`src/rtl/booth_pkg.sv`:
```
// Shared types for the radix-4 Booth multiplier: FSM states, recoded digits
// and the three-bit window to digit recoding function.
package booth_pkg;

    typedef enum logic [1:0] {
        IDLE,
        CALC,
        DONE
    } state_t;

    typedef enum logic [2:0] {
        DZERO,
        DPOS1,
        DPOS2,
        DNEG1,
        DNEG2
    } digit_t;

    // Window is {y[2i+1], y[2i], y[2i-1]}.
    function automatic digit_t booth_digit(input logic [2:0] bits);
        digit_t d;
        case (bits)
            3'b001, 3'b010: d = DPOS1;
            3'b011:         d = DPOS2;
            3'b100:         d = DNEG2;
            3'b101, 3'b110: d = DNEG1;
            default:        d = DZERO;
        endcase
        return d;
    endfunction

endpackage

```
`src/rtl/booth_r4_pp.sv`:
```
// Radix-4 Booth partial-product selector: maps a recoded digit and the extended
// multiplicand onto an accumulator-width addend plus a carry-in for negation.
module booth_r4_pp
    import booth_pkg::*;
#(
    parameter int WIDTH = 16
) (
    input  digit_t             digit,
    input  logic [WIDTH+1:0]   x_ext,
    output logic [WIDTH+3:0]   addend,
    output logic               cin
);

    localparam int E = WIDTH + 2;

    logic [WIDTH+3:0] x1;
    logic [WIDTH+3:0] x2;

    assign x1 = {{2{x_ext[E-1]}}, x_ext};
    assign x2 = {x_ext[E-1], x_ext, 1'b0};

    // Negative digits reuse the accumulator adder: ~v plus carry-in equals -v.
    always_comb begin
        addend = '0;
        cin    = 1'b0;
        case (digit)
            DPOS1: addend = x1;
            DPOS2: addend = x2;
            DNEG1: begin
                addend = ~x1;
                cin    = 1'b1;
            end
            DNEG2: begin
                addend = ~x2;
                cin    = 1'b1;
            end
            default: begin
                addend = '0;
                cin    = 1'b0;
            end
        endcase
    end

endmodule

```
`src/rtl/booth_mul_seq.sv`:
```
// Iterative radix-4 Booth multiplier, one digit per clock, valid/ready on both sides.
// Define MUL_SAT_EN to saturate result on overflow; otherwise result wraps.
module booth_mul_seq
    import booth_pkg::*;
#(
    parameter int WIDTH = 16
) (
    input  logic                 clk,
    input  logic                 rst,
    input  logic                 in_valid,
    output logic                 in_ready,
    input  logic                 sgn,
    input  logic [WIDTH-1:0]     x,
    input  logic [WIDTH-1:0]     y,
    output logic                 out_valid,
    input  logic                 out_ready,
    output logic [2*WIDTH-1:0]   product,
    output logic [WIDTH-1:0]     result,
    output logic                 ov,
    output state_t               state
);

    localparam int E  = WIDTH + 2;
    localparam int A  = WIDTH + 4;
    localparam int D  = WIDTH / 2 + 1;
    localparam int CW = $clog2(D + 1);

    // Handshake: a transfer happens on a rising edge where valid and ready are
    // both high; valid never waits on ready, and in_ready may depend on out_ready.
    state_t             state_next;
    logic               accept;
    logic               last;
    logic [CW-1:0]      cnt;
    logic               sgn_reg;
    logic [E-1:0]       x_reg;
    logic [A-1:0]       acc;
    logic [E-1:0]       ysh;
    logic               yprev;
    digit_t             digit;
    logic [A-1:0]       addend;
    logic               cin;
    logic [A-1:0]       acc_sum;
    logic [2*WIDTH-1:0] prod_next;
    logic               ov_next;
    logic [WIDTH-1:0]   result_next;

    assign in_ready  = (state == IDLE) || ((state == DONE) && out_ready);
    assign accept    = in_valid && in_ready;
    assign out_valid = (state == DONE);
    assign last      = (cnt == CW'(D - 1));

    always_comb begin
        state_next = state;
        case (state)
            IDLE: if (accept) state_next = CALC;
            CALC: if (last) state_next = DONE;
            DONE: if (out_ready) state_next = in_valid ? CALC : IDLE;
            default: state_next = IDLE;
        endcase
    end

    assign digit = booth_digit({ysh[1:0], yprev});

    booth_r4_pp #(.WIDTH(WIDTH)) u_pp (
        .digit  (digit),
        .x_ext  (x_reg),
        .addend (addend),
        .cin    (cin)
    );

    assign acc_sum = acc + addend + {{(A-1){1'b0}}, cin};

    // Low 2W bits of {acc, y} after the final two-bit shift.
    assign prod_next = {acc_sum[WIDTH-1:0], ysh[E-1:2]};

    always_comb begin
        if (sgn_reg)
            ov_next = !((&prod_next[2*WIDTH-1:WIDTH-1]) || !(|prod_next[2*WIDTH-1:WIDTH-1]));
        else
            ov_next = |prod_next[2*WIDTH-1:WIDTH];
    end

`ifdef MUL_SAT_EN
    logic [WIDTH-1:0] sat_val;
    always_comb begin
        if (!sgn_reg)
            sat_val = '1;
        else if (prod_next[2*WIDTH-1])
            sat_val = {1'b1, {(WIDTH-1){1'b0}}};
        else
            sat_val = {1'b0, {(WIDTH-1){1'b1}}};
    end
    assign result_next = ov_next ? sat_val : prod_next[WIDTH-1:0];
`else
    assign result_next = prod_next[WIDTH-1:0];
`endif

    always_ff @(posedge clk) begin
        if (rst) begin
            state   <= IDLE;
            cnt     <= '0;
            sgn_reg <= 1'b0;
            x_reg   <= '0;
            acc     <= '0;
            ysh     <= '0;
            yprev   <= 1'b0;
            product <= '0;
            result  <= '0;
            ov      <= 1'b0;
        end else begin
            state <= state_next;
            if (accept) begin
                sgn_reg <= sgn;
                x_reg   <= {{2{sgn & x[WIDTH-1]}}, x};
                ysh     <= {{2{sgn & y[WIDTH-1]}}, y};
                yprev   <= 1'b0;
                acc     <= '0;
                cnt     <= '0;
            end else if (state == CALC) begin
                acc   <= {{2{acc_sum[A-1]}}, acc_sum[A-1:2]};
                ysh   <= {acc_sum[1:0], ysh[E-1:2]};
                yprev <= ysh[1];
                cnt   <= cnt + 1'b1;
                if (last) begin
                    product <= prod_next;
                    result  <= result_next;
                    ov      <= ov_next;
                end
            end
        end
    end

endmodule

```
`config.mk`:
```
export PLATFORM = sky130hd
export DESIGN_NAME = booth_mul_seq
export DESIGN_NICKNAME = d
export VERILOG_FILES = /design/src/rtl/booth_pkg.sv /design/src/rtl/booth_r4_pp.sv /design/src/rtl/booth_mul_seq.sv
export SDC_FILE = /design/constraint.sdc
export NUM_CORES = 1
export LEC_CHECK = 0
export CAP_MARGIN = 0
export CORE_ASPECT_RATIO = 1.25
export CORE_MARGIN = 8
export CORE_UTILIZATION = 33
export CTS_BUF_LIST = sky130_fd_sc_hd__clkbuf_8
export DETAILED_ROUTE_END_ITERATION = 8
export SLEW_MARGIN = 10
export SYNTH_ARGS = -nofsm -noshare
export SYNTH_HDL_FRONTEND = slang
export SYNTH_SLANG_ARGS = --single-unit
```
`constraint.sdc`:
```
create_clock -name clk -period 7.8 [get_ports clk]
set_input_delay 1.56 -clock clk [delete_from_list [all_inputs] [get_ports clk]]
set_output_delay 1.56 -clock clk [all_outputs]
set_load 0.01 [all_outputs]
```
==> results by group <==
Status
  – Outcome: complete, no violations

Pwr
  – Worst VDD drop: 0.0753 mV
  – Comb pwr share: around 18%
  – Clock Power Share: between 30% and 40%
  – Flop pwr share: around half
  – Leakage power: between 2 and 2.5 nW
  – Switching share of total power: 31.2%
  – Design internal power: 0.000730 W
  – Total power per unit cell area: 176 mW/mm^2
  – P_sw: between 0.0003 and 0.0004 W

Yosys
  – Mapped Avg Cell Area: 7.74 um^2
  – Post-synth top area share: between 30% and 40%
  – Gate Count Post-Synth: 635
  – Syn. warnings: 0
  – Post-synth EDFFs: 0
  – Main synth FF type: dfxtp_1
  – Synth Net Count: about 690
  – Seq/Total Area, Yosys: 38.3%
  – Yosys reg bits: 94
  – Async SR Flop Fraction: 0%
  – Synth area leader: dfxtp_1
  – Post-synthesis cell area: 0.00492 mm^2
  – Yosys cell types: 53
  – Area contributors post-synth: dfxtp_1 38%, nand2_1 12%, a21oi_1 8.2%

Route
  – WL final: 13,700 um
  – Initial DRC count: 300
  – Met1 wire length: 6210 um
  – DRC viols: 0
  – Remaining antenna violation count: 0
  – Met3 WL: 590 um
  – Top Metal Used: met4
  – First-pass detailed-route iteration total: 5
  – Met2 WL: 6580 um
  – DR WL/cell: 15.7 um
  – Via density: 5.15
  – DR vias: 4,474

Cells and area
  – Fill count: around 1,500
  – Most flops, register: product
  – Diode count: 0
  – Regs by FF count: product x32, acc x18, ysh x18
  – Max reg flops: 32
  – Final net count: 740
  – Layout cells sized above 1: about 5.5%
  – Area Growth Syn to Fin: 22.4%

STA
  – Final period util: 57.3%
  – Worst-Margin Slew: ~1.1 ns
  – Setup TNS: 0 ns
  – Max Slew Vio Count: 0
  – Min cycle time layout: 4.47 ns
  – Max transition margin: 25.9%
  – Final Setup Violations: 0
  – RSZ-0062 raised after global routing: no
  – Fin Clk Skew: 0.0153 ns
  – Achievable Freq: 0.224 GHz
  – Final hold vios: 0
  – Final setup margin: 3.33 ns

Min path
  – Hold path start: product[20]$_SDFFE_PP0P_
  – Hold Path End: product[20]$_SDFFE_PP0P_
  – Worst Hold Class: reg -> reg
  – Worst Hold Path Cells: 2

Place
  – Final Wtd Congestion: 0.831
  – IO buf count: 89
  – Final HPWL DP: 10,000 um
  – Dpl ws: between 3 and 4 ns

Worst setup path
  – Crit-path cells: or3b_2 > o21ai_0 > ha_1 > a211oi_2 > o21ai_2 > xnor2_1 > or4_1 > nor4_2 > nand4b_1 > a211oi_2 > o22ai_1
  – Most frequent cell on the critical path: a211oi_2
  – CP Buf/Inv Count: 0
  – Cell family with most CP delay: simple AND/OR/NAND/NOR gates
  – Setup CP Type: reg -> reg
  – Reg-to-Reg Start: ysh[1]$_SDFFE_PP0P_
  – Flop-to-flop setup slack: 3.33 ns
  – Slowest stage delay, CP: between 1 and 1.5 ns
  – Slowest cell on the critical path: dfxtp_1
  – Terminus of the critical flop-to-flop path: ov$_SDFFE_PP0P_
  – Crit path required time: slightly above 8 ns
  – R2R depth: 11
  – Arrival @ worst endpoint: 4.73 ns
  – Critical Path Fanout Max: 26
  – CP Launch Type: register
  – Critical Path End Type: register

Clock network
  – CTS H-tree depth: 3
  – Clk_lat worst skew: 0.38 ns
  – Clock transition at path regs: approximately 0.10 ns
  – TritonCTS clock tree: yes
  – # resized after CTS: 0
  – CTS Buf Count: 9
  – Hold buffer count at CTS: 0
  – Clk buf depth: 2
  – Setup bufs post-CTS: 0
  – Sink Count: 94
  – Clock root buffer: clkbuf_8

Floorplanning
  – Die height: 152 um
  – Top-Level Pins: 90
  – Die W: around 130 um
  – Initial core utilization: 33.3%
  – Core Area: between 0.01 and 0.015 mm^2
  – Die area: roughly 0.019 mm^2
  – Row cnt: 50

Global routing
  – First-pass GRT wire length: 22,100 um
  – Vias in the first global route: 4,309
  – Gr usage total: 14.0%
  – Largest net degree at the start of global routing: 75
  – Antenna violations before repair: 0
  – Total gr overflow: 0

Run
  – Max-Cap Viols: 0
[cells in the mapped netlist (2+ instances only)]
cell type	n
o21a_1	4
o41ai_1	2
nand3_1	5
a22oi_1	21
clkbuf_1	39
nor3_1	6
buf_1	4
nand2_1	156
xnor2_1	13
o22ai_1	2
dfxtp_1	94
nand2b_1	3
xor2_1	24
nand4_1	3
a31oi_1	4
o21ai_0	26
inv_1	7
fa_1	2
a21oi_1	81
nor2b_1	4
a21o_1	5
ha_1	19
buf_4	16
nor2_1	42
a311oi_1	10
a211oi_1	13
nand4b_1	2
or2_2	2
a211oi_2	2
[area by class of cell]
cell class	count	area, um^2	share of cell area, %
tap	182	228	3.78
timing repair buffer	95	931	15.5
clock buffer	9	124	2.06
inverter	7	26.3	0.437
clock inverter	7	88.8	1.48
multi-input combinational	475	2740	45.5
sequential	94	1880	31.3
[metrics by stage]
step	cells	hold slack, ns	util [%]	instance area [um^2]	power (W)
after floorplan	635	0.441	-	4920	0.000657
after global placement	853	0.447	39.3	5800	0.000720
after detailed placement	853	0.452	39.3	5800	0.000724
after CTS	869	0.466	40.8	6020	0.00107
after global routing	869	0.480	40.8	6020	0.00111
final	869	0.464	40.8	6020	0.00106
[cells by family (layout without fill, tap and decap cells)]
family,Yosys count,count (layout),synth area share [%]
xor+xnor,37,37,6.59
buf+inv,66,118,6.26
flops,94,94,38.3
simple gates,232,232,19.6
compound gates,185,185,23.6
fa+ha+maj,21,21,5.65
[worst max-delay path by stage]
stage,to,startpoint,slack [ns],cells after the start
3_5_place_dp,ov$_SDFFE_PP0P_,ysh[1]$_SDFFE_PP0P_,3.36,11
3_3_place_gp,in_ready,out_ready,3.40,4
2_1_floorplan,ov$_SDFFE_PP0P_,ysh[1]$_SDFFE_PP0P_,4.14,15
4_1_cts,ov$_SDFFE_PP0P_,ysh[1]$_SDFFE_PP0P_,3.36,11
5_1_grt,ov$_SDFFE_PP0P_,ysh[1]$_SDFFE_PP0P_,3.01,11
6_report,ov$_SDFFE_PP0P_,ysh[1]$_SDFFE_PP0P_,3.33,11
[power groups by stage]
stage | sequential [W] | clock [W] | combinational [W]
floorplan | 0.000522 | 0 | 0.000135
global placement | 0.000532 | 0 | 0.000188
detailed placement | 0.000533 | 0 | 0.000191
CTS | 0.000522 | 0.000360 | 0.000192
global route | 0.000525 | 0.000377 | 0.000211
finish | 0.000522 | 0.000349 | 0.000191
[worst min-delay path, stage by stage (launching register included)]
cell	delay (ns)
dfxtp_1	0.32
nand2_1	0.05
a21oi_1	0.05
[layout by cell type (no fill, tap or decap), types with 10 or more instances in the layout]
cell | netlist | routed
xnor2_1 | 13 | 13
ha_1 | 19 | 19
dfxtp_1 | 94 | 94
a21oi_1 | 81 | 81
nand2_1 | 156 | 156
a211oi_1 | 13 | 13
a22oi_1 | 21 | 21
a311oi_1 | 10 | 10
nor2_1 | 42 | 41
clkdlybuf4s50_1 | 0 | 88
xor2_1 | 24 | 24
o21ai_0 | 26 | 26
[per-layer routing]
layer | global-route usage, % | vias to the layer above
met5 | 0 | -
met1 | 16.6 | 2092
met4 | 5.76 | 0
met2 | 24.2 | 102
met3 | 2.80 | 17
li1 | - | 2263
Power figures use the tool's default switching activity.
